**config.mk**
```make
export PLATFORM = sky130hd
export DESIGN_NAME = enc_onehot_to_bin_pipe
export DESIGN_NICKNAME = d
export VERILOG_FILES = /design/src/rtl/enc_onehot_to_bin_pipe.sv
export SDC_FILE = /design/constraint.sdc
export NUM_CORES = 1
export LEC_CHECK = 0
export CORE_UTILIZATION = 37
export CTS_CLUSTER_DIAMETER = 150
export DETAILED_ROUTE_END_ITERATION = 10
export PLACE_DENSITY_LB_ADDON = 0.05
export SLEW_MARGIN = 5
export SYNTH_ARGS = -nofsm -noshare
export SYNTH_HDL_FRONTEND = slang
export SYNTH_SLANG_ARGS = --single-unit
```
**constraint.sdc**
```tcl
create_clock -name clk_i -period 3.4 [get_ports clk_i]
set_clock_uncertainty 0.15 [all_clocks]
set_input_delay 0.51 -clock clk_i [delete_from_list [all_inputs] [get_ports clk_i]]
set_output_delay 0.51 -clock clk_i [all_outputs]
set_load 0.1 [all_outputs]
```
**src/rtl/enc_onehot_to_bin_pipe.sv**
```systemverilog
// enc_onehot_to_bin_pipe
// One-hot to binary encoder behind a 2-entry skid buffer (OUT + SKID).
// Any input that is not exactly one-hot still produces the index of its lowest
// set bit (0 for an all-zero word).
// Optional legality checker and saturating error counter, built only when
// ENC_OHOT_CHK_EN is defined. Without it, err_o and err_cnt_o are tied to 0.
module enc_onehot_to_bin_pipe #(
   parameter int OHOT_WTH   = 8,
   parameter int BIN_WTH    = 3,
   parameter int ERRCNT_WTH = 16
) (
   input  logic                  clk_i,
   input  logic                  rst_i,
   input  logic                  in_vld_i,
   output logic                  in_rdy_o,
   input  logic [OHOT_WTH-1:0]   data_i,
   output logic                  out_vld_o,
   input  logic                  out_rdy_i,
   output logic [BIN_WTH-1:0]    data_o,
   output logic                  err_o,
   input  logic                  clr_i,
   output logic [ERRCNT_WTH-1:0] err_cnt_o
);

   logic [OHOT_WTH-1:0] lowest_bit;
   logic [BIN_WTH-1:0]  enc_idx;
   logic                enc_err;

   logic                out_vld_q;
   logic [BIN_WTH-1:0]  out_data_q;
   logic                out_err_q;
   logic                skid_vld_q;
   logic [BIN_WTH-1:0]  skid_data_q;
   logic                skid_err_q;

   logic                in_xfer;
   logic                out_free;

   // Isolate the lowest set bit, then OR together the indices of set bits.
   always_comb begin
      // NOTE: every comb output gets a default first so no path leaves it unassigned (no latch).
      lowest_bit = data_i & (~data_i + OHOT_WTH'(1));
      enc_idx    = '0;
      for (int k = 0; k < OHOT_WTH; k++) begin
         if (lowest_bit[k]) enc_idx = enc_idx | BIN_WTH'(k);
      end
   end

`ifdef ENC_OHOT_CHK_EN
   // Illegal when zero or when more than one bit is set.
   assign enc_err = (data_i == '0) || ((data_i & (data_i - OHOT_WTH'(1))) != '0);
`else
   assign enc_err = 1'b0;
`endif

   // Ready comes straight from the SKID flag register.
   assign in_rdy_o = ~skid_vld_q;
   assign in_xfer  = in_vld_i & ~skid_vld_q;
   // OUT can take a new word when it is empty or being drained this cycle.
   assign out_free = ~out_vld_q | out_rdy_i;

   // Skid-buffer state: refill OUT from SKID first, otherwise from the input.
   always_ff @(posedge clk_i) begin
      // NOTE: sequential state uses non-blocking assignments so every register samples pre-edge values.
      if (rst_i) begin
         out_vld_q   <= 1'b0;
         out_data_q  <= '0;
         out_err_q   <= 1'b0;
         skid_vld_q  <= 1'b0;
         skid_data_q <= '0;
         skid_err_q  <= 1'b0;
      end else if (out_free) begin
         if (skid_vld_q) begin
            out_vld_q  <= 1'b1;
            out_data_q <= skid_data_q;
            out_err_q  <= skid_err_q;
            skid_vld_q <= 1'b0;
         end else if (in_xfer) begin
            out_vld_q  <= 1'b1;
            out_data_q <= enc_idx;
            out_err_q  <= enc_err;
         end else begin
            // Data and flag hold their last value while invalid.
            out_vld_q <= 1'b0;
         end
      end else if (in_xfer) begin
         skid_vld_q  <= 1'b1;
         skid_data_q <= enc_idx;
         skid_err_q  <= enc_err;
      end
   end

   assign out_vld_o = out_vld_q;
   assign data_o    = out_data_q;
   assign err_o     = out_err_q;

`ifdef ENC_OHOT_CHK_EN
   logic [ERRCNT_WTH-1:0] err_cnt_q;

   // Saturating count of accepted illegal words; clear wins over increment.
   always_ff @(posedge clk_i) begin
      if (rst_i || clr_i) begin
         err_cnt_q <= '0;
      end else if (in_xfer && enc_err && (err_cnt_q != '1)) begin
         err_cnt_q <= err_cnt_q + ERRCNT_WTH'(1);
      end
   end

   assign err_cnt_o = err_cnt_q;
`else
   logic unused_clr;

   // Counter not built: clear input has no effect.
   assign unused_clr = clr_i;
   assign err_cnt_o  = '0;
`endif

endmodule

```
==> metrics.md <==
| Metric | Value |
|---|---|
| Met1 wire length | 408 µm |
| Max-cap check violation count | 0 |
| Critical path origin | out_vld_o |
| Average size of a mapped cell | 7.94 µm² |
| Worst path max stage delay | 1130 ps |
| Minimum clock period | 2360 ps |
| P_leak | 0.256 nW |
| Setup violations, final | 0 |
| Reg-to-Reg Start | out_vld_o |
| XOR/XNOR Fraction of Synth Area | 0 |
| GRT Util Overall | 0.126 |
| First-pass detailed-route iteration total | 2 |
| Reg2Reg Depth | 4 |
| First-pass GRT wire length | 1.31 mm |
| Register area share after synthesis | 0.301 |
| Ratio of cells with drive above 1 in the final layout | 0.0723 |
| Core ar. | 1320 µm² |
| Distinct cells, synth | 24 |
| GRT overflow | 0 |
| Via Count | 464 |
| ANT cells | 0 |
| Crit-path max FO | 2 |
| Met3 wire len | 61 µm |
| Die width | 39.9 µm |
| Post-Synth Simple-Gate Area | 0.205 |
| Critical path required time | 2740 ps |
| Postcts setup bufs | 0 |
| Initial DRC Count | 1 |
| DR top layer | met3 |
| Commonest non-fill, non-tap cell in the layout | conb_1 |
| Worst Path Buf+Inv | 1 |
| Hold Fails Final Rpt | 0 |
| Most frequent cells in the layout | 17 x conb_1, 15 x clkdlybuf4s50_1, 9 x nor2_1 |
| DR WL/cell | 8.86 µm |
| CP endpoint kind | primary output |
| Yosys warnings | 0 |
| Htree depth | 1 |
| Largest net degree at the start of global routing | 12 |
| Mapped Cells | 67 |
| Clk Latency, worst-skew pair | 250 ps |
| Final WL | 868 µm |
| Main synth FF type | dfxtp_1 |
| CP delay by family, top | buffers and inverters |
| Ys async rst share | 0 |
| Sum Neg Setup Slack | 0 ps |
| Measured slew at the worst slew-check pin | 963 ps |
| CP max stage cell | clkdlybuf4s50_1 |
| Largest family of logic cells by synthesized area | buffers and inverters |
| Ports | 35 |
| Status | completed |
| Power per cell area | 488 nW/µm² |
| TritonCTS buffer count | 3 |
| CTS root buf | clkbuf_4 |
| Sink Count | 8 |
| Number of flops mapped to enable cells by yosys | 0 |
| Placed cell count | 95 |
| Routability cong. | 0.772 |
| Slew Limit Fails | 0 |
| Number of global-route vias before repair | 311 |
| DP Wirelength | 710 µm |
| Hold Path Class | flop to flop |
| Post-synthesis mux area share | 0.0188 |
| CP arrival | 1700 ps |
| Slew margin rel. | 0.356 |
| Fmax | 423 MHz |
| Mapped cell area | 532 µm² |
| Crit-path cells | clkdlybuf4s50_1 |
| DR vias/cell | 4.73 |
| Full die area | 1590 µm² |
| CTS tree | built |
| R2R setup slack | 1840 ps |
| Non-filler cells, final | 98 |
| # rows | 13 |
| Worst-path clk slew | 50 ps |
| Peak supply drop | 231 µV |
| Nets@finish | 98 |
| Initial Utilization | 0.404 |
| Port Buffers | 16 |
| Cts repair resizes | 0 |
| Crit Path Category | flop to primary output |
| Max clock buf depth | 2 |
| Synth Area in Adders | 0 |
| RSZ-0062 raised after global routing | false |
| Antenna violations before repair | 0 |
| WL met2 | 399 µm |
| CTS Hold Bufs | 0 |
| Post-synthesis compound-gate area fraction | 0.193 |
| Final Cycle Share | 0.695 |
| Setup crit end | out_vld_o |
| Final ANT Viol Nets | 0 |
| Syn-to-layout area delta | 22.6% |
| Post-synthesis register bit count | 8 |
| Power consumption | 0.318 mW |
| Die H | 39.9 µm |
| Crit. path cell count | 1 |
| Detailed-route DRC error count | 0 |
| Worst Setup Start Kind | flop |
| RR Endpoint | skid_data_q[2] |
==> Yosys cell counts, drive strengths merged (2+ instances only) <==
cell type / n / area share
nand2b: 2 / 0.024
o21ai: 2 / 0.019
buf: 18 / 0.25
dfxtp: 8 / 0.30
o21a: 2 / 0.028
inv: 2 / 0.014
a211oi: 3 / 0.052
a21oi: 4 / 0.038
nor2: 9 / 0.064
nor3: 4 / 0.038
==> final cells by class <==
| class | count | area, µm² |
|---|---|---|
| Clock buffer | 3 | 22.5 |
| Fill cell | 147 | 666 |
| Inverter | 2 | 7.51 |
| Multi-Input combinational cell | 54 | 285 |
| Sequential cell | 8 | 160 |
| Tap cell | 15 | 18.8 |
| Timing Repair Buffer | 16 | 158 |
==> layer usage <==
layer | up-vias | track usage
met5 | - | 0
met4 | 0 | 0.0259
met3 | 0 | 0.0852
met2 | 17 | 0.194
met1 | 212 | 0.143
li1 | 235 | -
==> logic make-up after synthesis <==
kind of cell    Yosys count
other cells               1
buf+inv                  21
simple gates             21
compound gates           15
mux                       1
flops                     8
==> how the worst min path moves through the flow <==
| stage | from | endpoint | slack [ps] | cells past startpoint |
|---|---|---|---|---|
| floorplan | skid_data_q[1] | skid_data_q[1] | 300 | 2 |
| global placement | skid_data_q[1] | skid_data_q[1] | 310 | 2 |
| detailed placement | skid_data_q[1] | skid_data_q[1] | 310 | 2 |
| CTS | skid_data_q[1] | skid_data_q[1] | 320 | 2 |
| global route | skid_data_q[1] | skid_data_q[1] | 340 | 2 |
| finish | skid_data_q[1] | skid_data_q[1] | 320 | 2 |
==> state kept, by name, indices dropped and copies added, names as in the netlist <==
register	count
skid_data_q	3
skid_vld_q	1
out_vld_o	1
data_o	3
==> through the flow <==
stage               instance area (µm²)  hold WS (ps)  setup slack [ps]  utilization
floorplan                           592           296              1200            -
global placement                    629           309              1160        0.478
detailed placement                  629           310              1160        0.478
CTS                                 652           321              1030        0.495
global route                        652           342               983        0.495
finish                              652           323              1040        0.495
==> where the power goes <==
part           leakage, nW  total, mW  internal, mW  switching (mW)
clock network       0.0138     0.0692        0.0402          0.0290
registers           0.0654      0.101        0.0983         0.00248
logic                0.177      0.148        0.0251           0.123
total                0.256      0.318         0.164           0.155
Power figures use the tool's default switching activity.
==> RTL change 1 (same flow settings) <==
The option `ENC_OHOT_CHK_EN` is turned on by a define.
--- a/src/rtl/enc_onehot_to_bin_pipe.sv
+++ b/src/rtl/enc_onehot_to_bin_pipe.sv
@@ -6,2 +6,4 @@
 // ENC_OHOT_CHK_EN is defined. Without it, err_o and err_cnt_o are tied to 0.
+`define ENC_OHOT_CHK_EN
+
 module enc_onehot_to_bin_pipe #(
Formal check against the unedited RTL: not equivalent (a bounded check fails within 4 cycles, from zero or initial values and one cycle with rst_i high).
==> RTL change 1 against the unedited design <==
Wire length grew to 4.0 times the old value; sequential power rose to 3.1 times the old value; area after synthesis rose to 2.8 times the old value; combinational power shrank 24%; sequential cell count increased by 18; cell area rose to 2.9 times the old value; setup slack got worse by 0.12 ns; power is 120% higher; register-to-register slack worse by 0.52 ns; highest routed layer is now met4.
==> RTL change 1: results (changes against the unedited design) <==
{| class="wikitable"
! Metric !! Value
|-
| Outcome || finished clean
|-
| Hold EP || skid_err_q
|-
| First drt pass iteration count || 4 (+2)
|-
| Overall track demand over capacity in global routing || 0.180 (+0.0543)
|-
| Final routed wirelength across all metal layers || 3510 um (+300%)
|-
| Critical Path Fanout Max || 14 (+12)
|-
| Library cell used as clock root buffer || clkbuf_8
|-
| Syn Area/Cell || 8.36 um^2 (+5.3%)
|-
| Worst hold path startpoint || skid_err_q
|-
| Filler Cell Count || 393 (+170%)
|-
| Worst Tran Pin Value || 0.973 ns (+0.0102 ns)
|-
| Sequential share of the synthesized area || 0.352 (+0.0508)
|-
| Top cells by count, synth || 26 x dfxtp_1, 17 x a21oi_1, 14 x nor2_1
|-
| Synthesized-area fraction occupied by adder cells || 0.00846 (+0.00846)
|-
| Last element of the critical path || err_cnt_o[7]
|-
| Global Route met3 Usage || 0.0365 (-0.0488)
|-
| Met2 capacity usage during global routing || 0.334 (+0.140)
|-
| Clock latency reported for the late side of the worst-skew pair || 0.27 ns (+0.02 ns)
|-
| DR vias || 1,471 (+220%)
|-
| Crit Reg-Reg Startpoint || err_cnt_o[0]
|-
| Beginning of the critical path || data_i[0]
|-
| Ys async rst share || 0 (unchanged)
|-
| HPWL after DPL || 2620 um (+270%)
|-
| Final worst hold slack || 0.335 ns (+0.0124 ns)
|-
| Placer Congestion || 0.751 (-2.7%)
|-
| Reg2Reg Setup Slack || 1.32 ns (-0.52 ns)
|-
| Number of distinct standard cells referenced by the synthesized netlist || 46 (+92%)
|-
| Post-synthesis mux area share || 0.0203 (+0.00148)
|-
| Largest net degree at the start of global routing || 19 (+7)
|-
| Complex-gate fraction of the synthesized area || 0.195 (+0.00249)
|-
| Total leakage power || 0.665 nW (+160%)
|-
| Inst Count DP || 254 (+170%)
|-
| Worst setup slack after layout || 0.917 ns (-0.119 ns)
|-
| Net total in the final layout || 225 (+130%)
|-
| Cell types with the largest area share after synthesis || dfxtp_1 35%, a21oi_1 5.8%, or4_1 4.1%, nand4_1 3.8%, nor2_1 3.6%
|-
| PortBufs || 34 (+18)
|-
| Wire length of the first global-routing pass || 6060 um (+360%)
|-
| Drt initial violations || 58 (+57)
|-
| Capturing point of the worst reg2reg path || err_cnt_o[6]
|-
| Maximum vdd drop || 175 uV (-24%)
|-
| DP Area || 1800 um^2 (+190%)
|-
| Number of global-route vias before repair || 1,368 (+340%)
|-
| Clock transition at the registers of the reported paths || 0.10 ns (+0.05 ns)
|-
| Length in cells of the worst reg-to-reg path || 7 (+3)
|-
| Worst slack at placement || 0.633 ns (-0.531 ns)
|-
| Routed length per placed instance || 13.6 um (+54%)
|-
| Met1 routing resource usage after global routing || 0.209 (+0.0658)
|}
## RTL change 1: where the power goes
part / switching, W / internal [W] / leakage, nW
registers: 0.00000468 / 0.000311 / 0.211
logic: 0.0000774 / 0.0000355 / 0.418
clock network: 0.000103 / 0.000158 / 0.0357
## RTL change 1: area by class of cell
class / instances / area [um^2] / share of cell area
clock buffer: 3 / 41.3 / 0.0221
clock inverter: 1 / 30.0 / 0.0161
inverter: 4 / 15.0 / 0.00803
multi-input combinational: 140 / 891 / 0.476
sequential: 26 / 520 / 0.278
tap: 48 / 60.1 / 0.0321
timing repair buffer: 36 / 313 / 0.167
## RTL change 1: worst max-delay path, cell delays in order
cell             delay, ns
clkdlybuf4s50_1       0.53
nor4_4                0.42
or3_4                 0.24
nand3_4               0.15
or4_1                 0.50
o211a_1               0.15
## RTL change 1: layer usage
metal  routed length, um  part of all wire  up-vias
li1                    -                 -      752
met1                1580              0.45      694
met2                1840              0.52       23
met3                  73             0.021        2
met4                  14            0.0040        0
met5                   0                 0        -
==> RTL change 2 (config.mk and constraints unchanged) <==
Without the edit above. Register the output `err_o` once more, cleared by the reset; this adds one clock of latency there. The other outputs are not delayed to match.
--- a/src/rtl/enc_onehot_to_bin_pipe.sv
+++ b/src/rtl/enc_onehot_to_bin_pipe.sv
@@ -94,3 +94,9 @@
    assign data_o    = out_data_q;
-   assign err_o     = out_err_q;
+   always_ff @(posedge clk_i) begin
+      if (rst_i) begin
+         err_o <= '0;
+      end else begin
+         err_o <= out_err_q;
+      end
+   end
 
Function: same outputs for any inputs over 10 cycles, from zero or initial values and one cycle with rst_i high; that may be too few to reach the edited logic, so the function may still have changed.
==> RTL change 2 against the unedited design <==
Via count shrank 3.0%; area after synthesis grew 1.9%; cell area grew 1.5%; sequential power is essentially flat; setup slack lost 0.0037 ns; sequential cell count is the same; power grew 1.0%; wire length grew 7.5%; critical path type unchanged; largest power group unchanged.
==> RTL change 2: results (changes against the unedited design) <==
{| class="wikitable"
! Metric !! Value
|-
| Number of global-route vias before repair || 327 (+5.1%)
|-
| DRT antenna net count || 0 (unchanged)
|-
| Met3 Routed Length || 68 um (+11%)
|-
| Clock-net power || 0.0000717 W (+3.6%)
|-
| Met2 capacity usage during global routing || 0.210 (+0.0161)
|-
| Total length of routed met2 wires || 436 um (+9.3%)
|-
| Clock network fraction of total power || 0.223 (+0.006)
|-
| First drt pass iteration count || 4 (+2)
|-
| Sequential share of the synthesized area || 0.296 (-0.00556)
|-
| Int Pwr || 0.000164 W (+0.24%)
|-
| Met1 routing resource usage after global routing || 0.148 (+0.00431)
|-
| Synth warnings || 0 (unchanged)
|-
| Placer Congestion || 0.718 (-7.0%)
|-
| Worst Tran Pin Value || 0.965 ns (+0.00254 ns)
|-
| Worst setup slack after layout || 1.03 ns (-0.00373 ns)
|-
| Cell types with the largest area share after synthesis || dfxtp_1 30%, buf_4 25%, nor2_1 6.2%, a21oi_1 3.7%, nor3_1 2.8%
|-
| Count of cells along the worst hold path || 2 (unchanged)
|-
| Wire length of the first global-routing pass || 1380 um (+5.3%)
|-
| Capturing point of the worst reg2reg path || skid_data_q[2]
|-
| Routed length per placed instance || 9.52 um (+7.5%)
|-
| Routed via count divided by cell count || 4.59 (-3.0%)
|-
| Final routed wirelength across all metal layers || 933 um (+7.5%)
|-
| Overall track demand over capacity in global routing || 0.138 (+0.0119)
|-
| Share of layout cells above drive strength 1 || 0.0964 (+0.0241)
|-
| Syn Area/Cell || 8.09 um^2 (+1.9%)
|-
| Reg2Reg Setup Slack || 2.00 ns (+0.16 ns)
|-
| Number of distinct standard cells referenced by the synthesized netlist || 26 (+8.3%)
|-
| DP Area || 639 um^2 (+1.6%)
|-
| Drt initial violations || 3 (+2)
|-
| Final worst hold slack || 0.325 ns (+0.00197 ns)
|-
| Global Route met3 Usage || 0.100 (+0.0148)
|-
| Maximum vdd drop || 186 uV (-19%)
|-
| Outcome || finished clean
|-
| Filler Cell Count || 143 (-2.7%)
|-
| Worst slack at placement || 1.17 ns (+0.00203 ns)
|-
| Sum of routed wire segments on met1 || 429 um (+5.1%)
|}
[RTL change 2: cell count changes after synthesis]
cell | unedited run | this run
o21ai_0 | 2 | 1
nor3b_2 | 0 | 1
nor3_1 | 4 | 3
o21ai_1 | 0 | 1
nor3b_1 | 1 | 0
nor3_2 | 0 | 1
[RTL change 2: area by class of cell]
| class | count | area (um^2) | share of cell area |
|---|---|---|---|
| Timing Repair Buffer | 16 | 158 | 0.238 |
| Clock buffer | 3 | 22.5 | 0.0340 |
| Sequential cell | 8 | 160 | 0.242 |
| Tap cell | 15 | 18.8 | 0.0284 |
| Inverter | 2 | 7.51 | 0.0113 |
| Multi-Input combinational cell | 54 | 295 | 0.446 |
[RTL change 2: cell families after synthesis]
| group | after synthesis | synth area share |
|---|---|---|
| AND/OR/NAND/NOR | 21 | 0.219 |
| flip-flops | 8 | 0.296 |
| other | 1 | 0.00692 |
| AO/OA/AOI/OAI | 15 | 0.189 |
| multiplexers | 1 | 0.0185 |
| buffers and inverters | 21 | 0.270 |
